File: src/rtl/muldiv_seq_if.sv
// rtl/muldiv_seq_if.sv - EX-stage command/result bundle for the multiply/divide sequencer
interface muldiv_seq_if #(parameter int WIDTH = 32);
    logic             start;
    logic [5:0]       funct;
    logic [WIDTH-1:0] Rdata1;
    logic [WIDTH-1:0] Rdata2;
    logic             mf_req;
    logic             flush;
    logic [WIDTH-1:0] hi;
    logic [WIDTH-1:0] lo;
    logic             busy;
    logic             done;
    logic             stall;

    modport master (
        output start, funct, Rdata1, Rdata2, mf_req, flush,
        input  hi, lo, busy, done, stall
    );

    modport slave (
        input  start, funct, Rdata1, Rdata2, mf_req, flush,
        output hi, lo, busy, done, stall
    );
endinterface

File: src/rtl/muldiv_seq.sv
// rtl/muldiv_seq.sv - multi-cycle shift-add multiply / restoring divide owning HI/LO
module muldiv_seq #(
    parameter int WIDTH = 32
) (
    input  logic        CLK,
    input  logic        RST,
    muldiv_seq_if.slave m
);
    localparam int CW = $clog2(WIDTH);
    localparam logic [5:0] F_MTHI  = 6'h11;
    localparam logic [5:0] F_MTLO  = 6'h13;
    localparam logic [5:0] F_MULT  = 6'h18;
    localparam logic [5:0] F_MULTU = 6'h19;
    localparam logic [5:0] F_DIV   = 6'h1A;
    localparam logic [5:0] F_DIVU  = 6'h1B;

    typedef enum logic [2:0] {S_IDLE, S_MUL, S_DIV, S_FIX, S_DONE} state_t;

    state_t           state;
    logic [WIDTH-1:0] hi_q, lo_q;
    logic [WIDTH-1:0] acc, a, b, rs_lat;
    logic [CW-1:0]    cnt;
    logic             busy_q, done_q;
    logic             is_div, div_zero, neg_res, neg_rem;

    logic             sgn;
    logic [WIDTH-1:0] rs_abs, rt_abs;
    logic [WIDTH:0]   mul_sum, div_shift, div_diff;
    logic [2*WIDTH-1:0] prod_fix;

    assign sgn    = (m.funct == F_MULT) || (m.funct == F_DIV);
    assign rs_abs = (sgn && m.Rdata1[WIDTH-1]) ? -m.Rdata1 : m.Rdata1;
    assign rt_abs = (sgn && m.Rdata2[WIDTH-1]) ? -m.Rdata2 : m.Rdata2;

    // Multiply: {acc,a} is the running product, multiplier consumed from a[0].
    assign mul_sum  = {1'b0, acc} + (a[0] ? {1'b0, b} : '0);
    // Divide: acc is the partial remainder, a shifts dividend bits out and quotient bits in.
    assign div_shift = {acc, a[WIDTH-1]};
    assign div_diff  = div_shift - {1'b0, b};
    assign prod_fix  = neg_res ? -{acc, a} : {acc, a};

    assign m.hi    = hi_q;
    assign m.lo    = lo_q;
    assign m.busy  = busy_q;
    assign m.done  = done_q;
    // Results are already in hi/lo during DONE, so an MFHI/MFLO there need not wait.
    assign m.stall = busy_q & (m.start | (m.mf_req & (state != S_DONE)));

    always_ff @(posedge CLK or negedge RST) begin
        if (!RST) begin
            state    <= S_IDLE;
            hi_q     <= '0;
            lo_q     <= '0;
            acc      <= '0;
            a        <= '0;
            b        <= '0;
            rs_lat   <= '0;
            cnt      <= '0;
            busy_q   <= 1'b0;
            done_q   <= 1'b0;
            is_div   <= 1'b0;
            div_zero <= 1'b0;
            neg_res  <= 1'b0;
            neg_rem  <= 1'b0;
        end else begin
            done_q <= 1'b0;
            if (m.flush) begin
                state  <= S_IDLE;
                busy_q <= 1'b0;
            end else begin
                case (state)
                    S_IDLE: begin
                        if (m.start) begin
                            case (m.funct)
                                F_MTHI: hi_q <= m.Rdata1;
                                F_MTLO: lo_q <= m.Rdata1;
                                F_MULT, F_MULTU: begin
                                    b       <= rs_abs;
                                    a       <= rt_abs;
                                    acc     <= '0;
                                    cnt     <= '0;
                                    neg_res <= sgn & (m.Rdata1[WIDTH-1] ^ m.Rdata2[WIDTH-1]);
                                    is_div  <= 1'b0;
                                    state   <= S_MUL;
                                    busy_q  <= 1'b1;
                                end
                                F_DIV, F_DIVU: begin
                                    a        <= rs_abs;
                                    b        <= rt_abs;
                                    acc      <= '0;
                                    cnt      <= '0;
                                    rs_lat   <= m.Rdata1;
                                    neg_res  <= sgn & (m.Rdata1[WIDTH-1] ^ m.Rdata2[WIDTH-1]);
                                    neg_rem  <= sgn & m.Rdata1[WIDTH-1];
                                    div_zero <= (m.Rdata2 == '0);
                                    is_div   <= 1'b1;
                                    state    <= (m.Rdata2 == '0) ? S_FIX : S_DIV;
                                    busy_q   <= 1'b1;
                                end
                                default: ;
                            endcase
                        end
                    end
                    S_MUL: begin
                        acc <= mul_sum[WIDTH:1];
                        a   <= {mul_sum[0], a[WIDTH-1:1]};
                        cnt <= cnt + 1'b1;
                        if (cnt == CW'(WIDTH - 1)) state <= S_FIX;
                    end
                    S_DIV: begin
                        if (!div_diff[WIDTH]) begin
                            acc <= div_diff[WIDTH-1:0];
                            a   <= {a[WIDTH-2:0], 1'b1};
                        end else begin
                            acc <= div_shift[WIDTH-1:0];
                            a   <= {a[WIDTH-2:0], 1'b0};
                        end
                        cnt <= cnt + 1'b1;
                        if (cnt == CW'(WIDTH - 1)) state <= S_FIX;
                    end
                    S_FIX: begin
                        if (!is_div) begin
                            {hi_q, lo_q} <= prod_fix;
                        end else if (div_zero) begin
                            lo_q <= '1;
                            hi_q <= rs_lat;
                        end else begin
                            lo_q <= neg_res ? -a : a;
                            hi_q <= neg_rem ? -acc : acc;
                        end
                        done_q <= 1'b1;
                        state  <= S_DONE;
                    end
                    S_DONE: begin
                        state  <= S_IDLE;
                        busy_q <= 1'b0;
                    end
                    default: begin
                        state  <= S_IDLE;
                        busy_q <= 1'b0;
                    end
                endcase
            end
        end
    end
endmodule

File: src/flat_wrapper.sv
// flat-port wrapper written by rule: the top's interface ports become plain ports
module muldiv_seq_flat 
#(
    parameter int WIDTH = 32
)
  (CLK, RST, m_start, m_funct, m_Rdata1, m_Rdata2, m_mf_req, m_flush, m_hi, m_lo, m_busy, m_done, m_stall);
  muldiv_seq_if #(.WIDTH(WIDTH)) m_i ();
  input  logic CLK;
  input  logic RST;
  input wire logic [$bits(m_i.start)-1:0] m_start;
  input wire logic [$bits(m_i.funct)-1:0] m_funct;
  input wire logic [$bits(m_i.Rdata1)-1:0] m_Rdata1;
  input wire logic [$bits(m_i.Rdata2)-1:0] m_Rdata2;
  input wire logic [$bits(m_i.mf_req)-1:0] m_mf_req;
  input wire logic [$bits(m_i.flush)-1:0] m_flush;
  output wire logic [$bits(m_i.hi)-1:0] m_hi;
  output wire logic [$bits(m_i.lo)-1:0] m_lo;
  output wire logic [$bits(m_i.busy)-1:0] m_busy;
  output wire logic [$bits(m_i.done)-1:0] m_done;
  output wire logic [$bits(m_i.stall)-1:0] m_stall;
  assign m_i.start = m_start;
  assign m_i.funct = m_funct;
  assign m_i.Rdata1 = m_Rdata1;
  assign m_i.Rdata2 = m_Rdata2;
  assign m_i.mf_req = m_mf_req;
  assign m_i.flush = m_flush;
  assign m_hi = m_i.hi;
  assign m_lo = m_i.lo;
  assign m_busy = m_i.busy;
  assign m_done = m_i.done;
  assign m_stall = m_i.stall;
  muldiv_seq #(.WIDTH(WIDTH)) u_core (.CLK(CLK), .RST(RST), .m(m_i));
endmodule
File: config.mk
export PLATFORM = sky130hd
export DESIGN_NAME = muldiv_seq_flat
export DESIGN_NICKNAME = d
export VERILOG_FILES = /design/src/rtl/muldiv_seq_if.sv /design/src/rtl/muldiv_seq.sv /design/src/flat_wrapper.sv
export SDC_FILE = /design/constraint.sdc
export NUM_CORES = 1
export LEC_CHECK = 0
export CAP_MARGIN = 20
export CORE_MARGIN = 1.5
export CORE_UTILIZATION = 49
export DETAILED_ROUTE_END_ITERATION = 8
export HOLD_SLACK_MARGIN = 0.05
export PLACE_DENSITY = 0.69
export SLEW_MARGIN = 20
export SYNTH_ARGS = -nofsm -noshare
export SYNTH_HDL_FRONTEND = slang
export SYNTH_SLANG_ARGS = --single-unit
File: constraint.sdc
create_clock -name CLK -period 9.3 [get_ports CLK]
set_input_delay 1.86 -clock CLK [delete_from_list [all_inputs] [get_ports CLK]]
set_output_delay 1.86 -clock CLK [all_outputs]
set_load 0.01 [all_outputs]
== Yosys cells after proc, flatten, opt, wreduce, memory -nomap -nowiden ==
Index checks and enable logic that the tools add are counted.
Word-level totals
  output and inout port bits: 67
  logic and storage cells: 115
  register bits: 206
  bits of input ports: 75
Cells by class
  equality and inequality tests: 21
  reductions and logical operators: 24
  bitwise logic cells: 7
  add/subtract/negate cells: 8
  mux-type cells: 41
Operators by type and width (count)
  $mux W32: 17
  $pmux W32 S2: 4
  $pmux W32 S3: 2
  $neg A32 Y32: 4
  $mux W64: 1
  $neg A64 Y64: 1
  $eq A6 B5 Y1 const B: 6
  $add A32 B33 Y33: 1
  $sub A33 B32 Y33: 1
  $logic_not A32 Y1: 1
  $reduce_and A4 Y1: 8
  $ne A3 B3 Y1 const B: 4
  $mux W5: 2
  $pmux W5 S2: 1
  $mux W3: 3
  $pmux W3 S3: 1
  $ne A2 B2 Y1 const B: 4
  $mux W1: 7
  $eq A3 B2 Y1 const B: 2
  $pmux W3 S2: 1
  $reduce_and A3 Y1: 2
  $reduce_bool A2 Y1: 3
  $reduce_or A2 Y1: 3
  $add A5 B1 Y5 const B: 1
  16 further kinds: 21

== Depth between registers and ports, before layout ==
Gate-level depths: netlist of run 1.
  depth after elaboration: 7
  mapped depth: 15
  mapped depth without buffers: 13

== Worst setup path before layout of run 1 ==
No wires, ideal clock.
  kind: input-to-reg
  from: input m_Rdata2[10]
  to: register u_core.b[30]
  arrival time: 4073 ps
  data required time: 9174 ps
  buffers on the path: 1
  library setup time: 126 ps
  stages on the path: 10
  setup slack: 5102 ps
  path through: or4_4 -> or3_1 -> buf_6 -> nor4_4 -> and2_4 -> nand2_2 -> o41ai_2 -> xor2_1 -> nor2_1 -> a221o_1
Between the ends
  cells in the longest elaborated chain, start to end: 3
Ends and longest elaborated chain
  start: declaration: line flat_wrapper.sv:13  | input wire logic [$bits(m_i.Rdata2)-1:0] m_Rdata2;
  $neg A32 Y32: line muldiv_seq.sv:33  | assign rt_abs = (sgn && m.Rdata2[WIDTH-1]) ? -m.Rdata2 : m.Rdata2;
  $mux W32: line muldiv_seq.sv:33
  $pmux W32 S2: line muldiv_seq.sv:74  | case (m.funct)
  end signal: assignment: line muldiv_seq.sv:78  | b <= rs_abs;
  end signal: assignment: line muldiv_seq.sv:89  | b <= rt_abs;
  end: declaration: line muldiv_seq.sv:21  | logic [WIDTH-1:0] acc, a, b, rs_lat;
Every way passes these cells.
A chain may end at the register's enable or synchronous reset.

== Final worst setup path of run 1 ==
  from: input m_start
  to: output m_stall
Between the ends
  cells in the longest elaborated chain, start to end: 2
Ends and longest elaborated chain
  start: declaration: line flat_wrapper.sv:10  | input wire logic [$bits(m_i.start)-1:0] m_start;
  $or A1 B1 Y1: line muldiv_seq.sv:47  | assign m.stall = busy_q & (m.start | (m.mf_req & (state != S_DONE)));
  $and A1 B1 Y1: line muldiv_seq.sv:47
  end: declaration: line flat_wrapper.sv:20  | output wire logic [$bits(m_i.stall)-1:0] m_stall;
Every way passes these cells.

==> results of run 1 <==
==> metal layers <==
metal,global-route usage,up-vias
li1,-,8027
met1,0.475,8560
met2,0.556,1002
met3,0.0705,226
met4,0.196,2
met5,0,-
==> power breakdown <==
part / switching, mW / internal [mW]
Combinational: 0.865 / 0.666
Sequential: 0.257 / 1.07
Clock: 0.452 / 0.613
Total: 1.57 / 2.35
==> per-stage QoR <==
stage | instance area, µm² | setup WS [ps]
finish | 19700 | 4330
global route | 19700 | 4240
CTS | 19700 | 4330
detailed placement | 18800 | 4180
global placement | 18800 | 4280
floorplan | 17200 | 5100
==> final timing paths <==
kind                                               endpoint  slack [ps]
worst min-delay path             u_core.m.hi[8]$_DFFE_PN0P_         480
min in group asynchronous         u_core.acc[8]$_DFFE_PN0P_        1210
worst max-delay path                                m_stall        4330
max in group asynchronous       u_core.m.lo[20]$_DFFE_PN0P_        6550
worst min register to register   u_core.m.hi[8]$_DFFE_PN0P_         480
worst max register to register   u_core.acc[29]$_DFFE_PN0P_        4990
==> worst max-delay path, stage by stage <==
cell	delay [ps]
sky130_fd_sc_hd__clkdlybuf4s50_1	540
sky130_fd_sc_hd__a21oi_1	60
sky130_fd_sc_hd__nor2b_1	110
sky130_fd_sc_hd__clkdlybuf4s50_1	540
==> registers in the layout, indices dropped and copies added (netlist names) <==
name / cells
u_core.a: 32
u_core.acc: 32
u_core.b: 32
u_core.m.hi: 32
u_core.m.lo: 32
u_core.rs_lat: 32
u_core.cnt: 5
u_core.state: 3
u_core.div_zero: 1
u_core.is_div: 1
u_core.m.busy: 1
u_core.m.done: 1
u_core.neg_rem: 1
u_core.neg_res: 1
==> layout make-up <==
class                           instances  area share
Clock inverter                         13     0.00659
Clock buffer                           36      0.0390
Inverter                               60      0.0114
Tap cell                              455      0.0289
Timing Repair Buffer                  168      0.0833
Sequential cell                       206       0.261
Multi-Input combinational cell       1763       0.570
==> logic make-up (layout without fill, tap and decap cells) <==
family | Yosys count | count (layout) | share of synthesized area
AOI/OAI and AO/OA | 722 | 722 | 0.268
and+or+nand+nor | 718 | 718 | 0.192
buffers and inverters | 218 | 277 | 0.0499
DFF | 206 | 206 | 0.300
xor gates and xnor gates | 176 | 176 | 0.0901
muxes | 75 | 75 | 0.0471
adders and majority gates | 72 | 72 | 0.0532
==> synthesized netlist by cell type (16+ instances only) <==
master	number	share of area
sky130_fd_sc_hd__ha_1	70	0.051
sky130_fd_sc_hd__or3_1	25	0.0091
sky130_fd_sc_hd__o211ai_1	24	0.010
sky130_fd_sc_hd__a21oi_1	145	0.042
sky130_fd_sc_hd__nand2_1	275	0.060
sky130_fd_sc_hd__xnor2_1	90	0.046
sky130_fd_sc_hd__and3_1	16	0.0058
sky130_fd_sc_hd__a211oi_1	23	0.010
sky130_fd_sc_hd__o22ai_1	37	0.013
sky130_fd_sc_hd__mux2_2	47	0.031
sky130_fd_sc_hd__nor3_1	39	0.011
sky130_fd_sc_hd__clkbuf_1	136	0.030
sky130_fd_sc_hd__nand2b_1	17	0.0062
sky130_fd_sc_hd__a21o_1	35	0.015
sky130_fd_sc_hd__o31ai_1	22	0.0096
sky130_fd_sc_hd__a221oi_1	35	0.018
sky130_fd_sc_hd__o21ai_0	227	0.066
sky130_fd_sc_hd__nor2_1	214	0.047
sky130_fd_sc_hd__nand3_1	32	0.0093
sky130_fd_sc_hd__a22oi_1	24	0.010
sky130_fd_sc_hd__inv_1	60	0.013
sky130_fd_sc_hd__a31oi_1	31	0.011
sky130_fd_sc_hd__dfrtp_1	206	0.30
sky130_fd_sc_hd__xor2_1	85	0.043
sky130_fd_sc_hd__mux2i_1	28	0.016
==> flow_summary.toml, run 1 <==
[run_status]
result_of_the_run = "completed"

[clock_network]
clock_latency_ps = 580
post_cts.resized_instances = 0
cts_post_setup_buffers_inserted = 0
clock_buffer_count_from_cts = 27
cts_hold_buffers = 0
max_clock_buf_depth = 3
sinks_on_clock_net = 206
cts_tree = "built"
clkSlewWorstSetupHoldPaths_ps = 50
clock-root-buffer = "sky130_fd_sc_hd__clkbuf_16"
cts.htree.levels = 1

[setup_path]
capturing_element_type_of_the_critical_path = "primary output"
ff2ff_path_depth = 11
regToRegStartpoint = "u_core.acc[6]$_DFFE_PN0P_"
critPathLaunch = "m_start"
setup.worst_path.class = "in2out"
required_ps = 7440
critical_path.startpoint_type = "input port"
crit_fanout = 4
cp.arrival_ps = 3110

[floorplanning]
placement_rows = 68
floorplan.initialDensity = 0.498
die_h_um = 190
io_pins = 142
die_x_um = 190
placeableCoreArea_um2 = 34500
design.die.area_um2 = 36200

[power]
worst_ir_drop_vdd_mv = 0.146
powerDensity_nw_per_um2 = 199
total_power_mw = 3.92
leakage_nw = 8.24

[min_path]
whs_path_depth = 2
min_path_type = "reg2reg"
holdCritStartpoint = "u_core.m.hi[8]$_DFFE_PN0P_"

[route]
detail_route.vias_per_cell = 6.60
totalWireLength_um = 65600
met2_routed_wl_um = 28600
ant_nets = 0
vias = 17817
drtIter0Drc = 1876
met3_wire_length_um = 6110
dr_pass1_iterations = 5
wl_met1_um = 26600
highest_routed_layer = "met5"
drt_drc_violations_left = 0
drt-wirelength-per-cell_um = 24.3

[final_layout]
seq_area_um2 = 5150
post_route_cells_drive_above_1_share = 0.0721
syn_to_final_growth_pct = 14.7
instances_no_fill = 2701
multi_input_comb_area_um2 = 11200
layout.cells.most_common_list = "sky130_fd_sc_hd__nand2_1 (274), sky130_fd_sc_hd__o21ai_0 (226), sky130_fd_sc_hd__nor2_1 (213)"
n_fill_cell = 3277
layout_commonest_cell = "sky130_fd_sc_hd__nand2_1"
antennaDiodeCount = 0
final_net_count = 2373
post-route-util = 0.571

[sta]
min_period_over_period = 0.534
fin_setup_tns_ps = 0
maxSlewViolCount = 0
report.final.hold_viol_count = 0
grt_setup_unrepaired = "false"
highest_attainable_clock_frequency_ghz = 0.201
slew_headroom = 0.261
period_minus_slack_ps = 4970
finalClockSkew_ps = 26.8
tightest_slew_ps = 1100
setup-violations-final = 0
hold-worst-slack_ps = 476

[logic_synthesis]
ys_seq_elements = 206
share_of_synthesized_registers_carrying_an_async_set_or_reset = 1.00
ys_warn_count = 0
avgSynthCellArea_um2 = 7.86
ys_seq_area_frac = 0.300
netlist_area_before_placement_um2 = 17200
post_synth_num_cell_types = 84
synth_fp_nets = 2334
ys.flop_type = "sky130_fd_sc_hd__dfrtp_1"
synth_enable_flop_cells = 0
postSynthCellCount = 2187

[global_routing]
total_grt_overflow = 0
grt_first_pass_wirelength_um = 101000
first_global_vias = 17016
grt_antenna_before_repair = 1
pin_count_of_the_biggest_net_entering_global_routing = 125
grt_util_all_layers = 0.360

[placed_design]
port_buffers = 141
dpl.cell_count = 2650
place.detailed.hpwl_um = 47700
gp_congestion = 0.990

[flow_run]
max_cap_violations = 0
Power figures use the tool's default switching activity.
==> run 2, diff against run 1 <==
Settings changed: PLACE_DENSITY 0.69 to 0.72.
Clock period 9.3 ns to 3.98 ns, I/O delays scaled along.
==> run 2 against run 1 <==
Total power up 130%. Critical path depth grew 9. Clock power increased by 99%. Critical path type is now reg2reg. Count of clock-buffer cells in the layout down 3. Combinational power grew to 2.6 times the previous value. Via count rose by 3.8%. First-iteration DRC count up 10%. Final cell count grew 5.0%. Utilization up 2.7 points. Critical endpoint is now u_core.acc[31]$_DFFE_PN0P_. Die area did not move. Non-clock buffer count is 145 higher.
==> flow_summary.toml, run 2 (synthesized netlist as in run 1, its figures left out) <==
[sta]
finalClockSkew_ps = 33.6
fin_setup_tns_ps = 0
setup-violations-final = 0
report.final.hold_viol_count = 0
grt_setup_unrepaired = "false"
maxSlewViolCount = 0
slew_headroom = 0.326
hold-worst-slack_ps = 280
min_period_over_period = 0.951
highest_attainable_clock_frequency_ghz = 0.264
finalWorstSetupSlack_ps = 193
tightest_slew_ps = 1010
period_minus_slack_ps = 3790

[route]
drt_drc_violations_left = 0
totalWireLength_um = 68700
dr_pass1_iterations = 6
drtIter0Drc = 2064
drt-wirelength-per-cell_um = 24.2
ant_nets = 0
detail_route.vias_per_cell = 6.52
vias = 18494

[placed_design]
dpl-instance-area_um2 = 19900
dpl.cell_count = 2795
port_buffers = 141
gp_congestion = 1.02
pre_cts_ws_ps = 69.0
place.detailed.hpwl_um = 52100

[floorplanning]
placeableCoreArea_um2 = 34500
die_x_um = 190
floorplan.initialDensity = 0.498
design.die.area_um2 = 36200
placement_rows = 68
die_h_um = 190
io_pins = 142

[global_routing]
first_global_vias = 17573
grt_util_all_layers = 0.375
grt_antenna_before_repair = 1
grt_util_met3 = 0.0616
pin_count_of_the_biggest_net_entering_global_routing = 73
total_grt_overflow = 0
met1_usage_grt = 0.503
grt_first_pass_wirelength_um = 104000
grt.met2_usage = 0.588
global_route.peak_usage_layer = "met2"

[final_layout]
syn_to_final_growth_pct = 20.2
final_net_count = 2515
layout_commonest_cell = "sky130_fd_sc_hd__nand2_1"
instances_no_fill = 2837
antennaDiodeCount = 0
multi_input_comb_area_um2 = 11200
layout.cells.most_common_list = "sky130_fd_sc_hd__nand2_1 (274), sky130_fd_sc_hd__o21ai_0 (226), sky130_fd_sc_hd__nor2_1 (213)"
post-route-util = 0.599
n_fill_cell = 3172
post_route_cells_drive_above_1_share = 0.124
seq_area_um2 = 5150
postLayoutCellArea_um2 = 20700

[flow_run]
max_cap_violations = 0

[setup_path]
max_stage_delay_ps = 420
ff2ff_path_depth = 13
cp.arrival_ps = 4200
crit_fanout = 10
rr_endpoint = "u_core.acc[31]$_DFFE_PN0P_"
worst_path_buffer_plus_inverter_count = 2
critical_path.startpoint_type = "flip-flop"
regToRegStartpoint = "u_core.a[0]$_DFFE_PN0P_"
r2r_slack_ps = 190
setup.worst_path.class = "reg2reg"
capturing_element_type_of_the_critical_path = "flip-flop"
required_ps = 4400
cp_slowest_cell = "sky130_fd_sc_hd__dfrtp_1"
crit_chain = "inv_1 -> buf_4 -> nor2_1 -> ha_1 -> a21o_1 -> o2bb2ai_1 -> o21a_1 -> or4_1 -> a31oi_1 -> o311a_1 -> o211a_1 -> o2111ai_1 -> or3_1"
critical-path-top-delay-family = "compound AO/OA/AOI/OAI gates"

[min_path]
min_path_type = "in2async"

[clock_network]
sinks_on_clock_net = 206
clock-root-buffer = "sky130_fd_sc_hd__clkbuf_16"
post_cts.resized_instances = 0
clkSlewWorstSetupHoldPaths_ps = 70
cts_tree = "built"
cts_hold_buffers = 0
clock_buffer_count_from_cts = 24
clock_latency_ps = 570
max_clock_buf_depth = 3
cts.htree.levels = 1

[run_status]
result_of_the_run = "completed"

[power]
total_power_mw = 9.13
powerDensity_nw_per_um2 = 442
leakage_nw = 8.88
worst_ir_drop_vdd_mv = 0.417
run 2: repair_timing:
item,in CTS,in global routing
setup endpoints to repair,0,1
endpoints found under the hold margin,0,0
setup buffers,0,2
run 2: worst max-delay path by stage:
| stage | from | to | slack, ps | depth (start not counted) |
|---|---|---|---|---|
| detailed placement | m_Rdata1[9] | u_core.a[30]$_DFFE_PN0P_ | 70 | 10 |
| CTS | u_core.b[0]$_DFFE_PN0P_ | u_core.acc[18]$_DFFE_PN0P_ | 270 | 13 |
| global route | u_core.a[0]$_DFFE_PN0P_ | u_core.acc[31]$_DFFE_PN0P_ | 50 | 13 |
| global placement | m_Rdata2[8] | u_core.b[30]$_DFFE_PN0P_ | 140 | 10 |
| floorplan | u_core.a[0]$_DFFE_PN0P_ | u_core.acc[31]$_DFFE_PN0P_ | 560 | 14 |
| finish | u_core.a[0]$_DFFE_PN0P_ | u_core.acc[31]$_DFFE_PN0P_ | 190 | 13 |
run 2: worst register-to-register path, cell delays in order (launching register included):
cell	delay (ps)
sky130_fd_sc_hd__dfrtp_1	420
sky130_fd_sc_hd__inv_1	330
sky130_fd_sc_hd__buf_4	270
sky130_fd_sc_hd__nor2_1	70
sky130_fd_sc_hd__ha_1	210
sky130_fd_sc_hd__a21o_1	180
sky130_fd_sc_hd__o2bb2ai_1	130
sky130_fd_sc_hd__o21a_1	180
sky130_fd_sc_hd__or4_1	400
sky130_fd_sc_hd__a31oi_1	320
sky130_fd_sc_hd__o311a_1	330
sky130_fd_sc_hd__o211a_1	230
sky130_fd_sc_hd__o2111ai_1	180
sky130_fd_sc_hd__or3_1	380
run 2: layout make-up:
cell class,instances,area share
inverter,60,0.0109
sequential,206,0.249
clock buffer,33,0.0326
multi-input combinational,1763,0.543
clock inverter,7,0.00260
tap,455,0.0275
timing repair buffer,313,0.134
run 2: layer usage:
| layer | share of wire | wire, µm |
|---|---|---|
| met5 | 0 | 0 |
| met4 | 0.057 | 3950 |
| met3 | 0.089 | 6110 |
| met2 | 0.44 | 30400 |
| met1 | 0.41 | 28300 |
run 2: report_power, final:
part           switching [mW]  total (mW)  internal (mW)
Combinational            2.25        4.04           1.79
Clock                   0.949        2.13           1.18
Sequential              0.459        2.96           2.50
Total                    3.66        9.13           5.47
==> RTL change, RTL diff (flow settings as in run 2) <==
`WIDTH` is set to 32 in 3 places; all go to 16.
--- a/src/rtl/muldiv_seq_if.sv
+++ b/src/rtl/muldiv_seq_if.sv
@@ -1,3 +1,3 @@
 // rtl/muldiv_seq_if.sv - EX-stage command/result bundle for the multiply/divide sequencer
-interface muldiv_seq_if #(parameter int WIDTH = 32);
+interface muldiv_seq_if #(parameter int WIDTH = 16);
     logic             start;
--- a/src/rtl/muldiv_seq.sv
+++ b/src/rtl/muldiv_seq.sv
@@ -2,3 +2,3 @@
 module muldiv_seq #(
-    parameter int WIDTH = 32
+    parameter int WIDTH = 16
 ) (
--- a/src/flat_wrapper.sv
+++ b/src/flat_wrapper.sv
@@ -3,3 +3,3 @@
 #(
-    parameter int WIDTH = 32
+    parameter int WIDTH = 16
 )
Ports: changed (resized m_Rdata1, m_Rdata2, m_hi and m_lo); port bits go from 142 to 78. The function was not compared with the original's and may differ.
==> RTL change against run 2 <==
- sequential cell count decreased by 97
- via count shrank 54%
- power decreased by 47%
- worst setup slack improved by 350 ps
- fmax increased by 10%
- final cell count fell by 52%
- final area decreased by 52%
- wire length decreased by 61%
- synthesized area shrank 50%
- worst hold slack better by 180 ps
==> RTL change: results (changes against run 2) <==
metric,value,unit,change
max-vdd-ir-drop,339,uV,-19%
routed_wirelength,26600,um,-61%
clock_power_share,20.0,%,-3.3 points
grt_usage,29.8,%,-7.7 points
r2r_end,u_core.acc[9],,
synthTopCellsByCount,"nand2_1 (121), dfrtp_1 (109), nor2_1 (102)",,
synthTopCellsByArea,"dfrtp_1 (32%), o21ai_0 (5.4%), ha_1 (5.4%)",,
clk_share,3.06,%,-0.46 points
nMultiInputCombCells,849,,-52%
h-tree-depth,3,,+2
final.clkbuf_count,9,,-73%
rrSetupSlack,540,ps,+350 ps
synth_nets,1164,,-50%
cp-startpoint,u_core.acc[0],,
clkLatencyLatePin,370,ps,-200 ps
synthXorXnorAreaFrac,7.09,%,-1.9 points
route.vias.total,8450,,-54%
buffers,108,,-65%
dp.cells,1345,,-52%
clockBufferDepth,2,,-1
avgSynthCellArea,8.00,um2,+1.7%
placed_area,9680,um2,-51%
status,"finished, final reports clean",,
dp_slack,612,ps,+543 ps
fillers,1625,,-49%
slew-limit-headroom,50.2,%,+18 points
synthCells,1082,,-51%
synth_seq_area_share,31.5,%,+1.6 points
firstDrtPassIters,7,,+1
grt_pass1_vias,7960,,-55%
numPortBuffers,77,,-45%
place_hpwl,20000,um,-62%
skew,9.34,ps,-24.3 ps
p_int,2.81,mW,-49%
r2r_cells,11,,-2
gp_congestion,0.979,,-4.1%
synthAdderAreaFrac,5.81,%,+0.49 points
-- RTL change: cell count changes after synthesis, sizes merged, moves of 35 or more --
cell | run 2 | this run
dfrtp | 206 | 109
nor2 | 214 | 102
xor2 | 85 | 30
clkbuf | 137 | 60
o22ai | 37 | 2
xnor2 | 91 | 40
nand2 | 276 | 121
o21ai | 234 | 103
a21oi | 145 | 80
-- RTL change: routing by layer --
metal	wire, um	GRT usage [%]
met3	1980	6.30
met1	11100	39.1
met2	12500	48.3
met5	0	0
met4	1090	11.8
-- RTL change: worst min-delay path by stage --
| stage | startpoint | endpoint | slack [ps] | cells after the start |
|---|---|---|---|---|
| finish | RST | u_core.m.lo[8] | 460 | 1 |
| global route | RST | u_core.m.lo[14] | 510 | 1 |
| CTS | RST | u_core.m.lo[8] | 480 | 1 |
| detailed placement | u_core.m.hi[5] | u_core.m.hi[5] | 470 | 2 |
| global placement | u_core.rs_lat[1] | u_core.rs_lat[1] | 460 | 2 |
| floorplan | u_core.rs_lat[0] | u_core.rs_lat[0] | 450 | 2 |
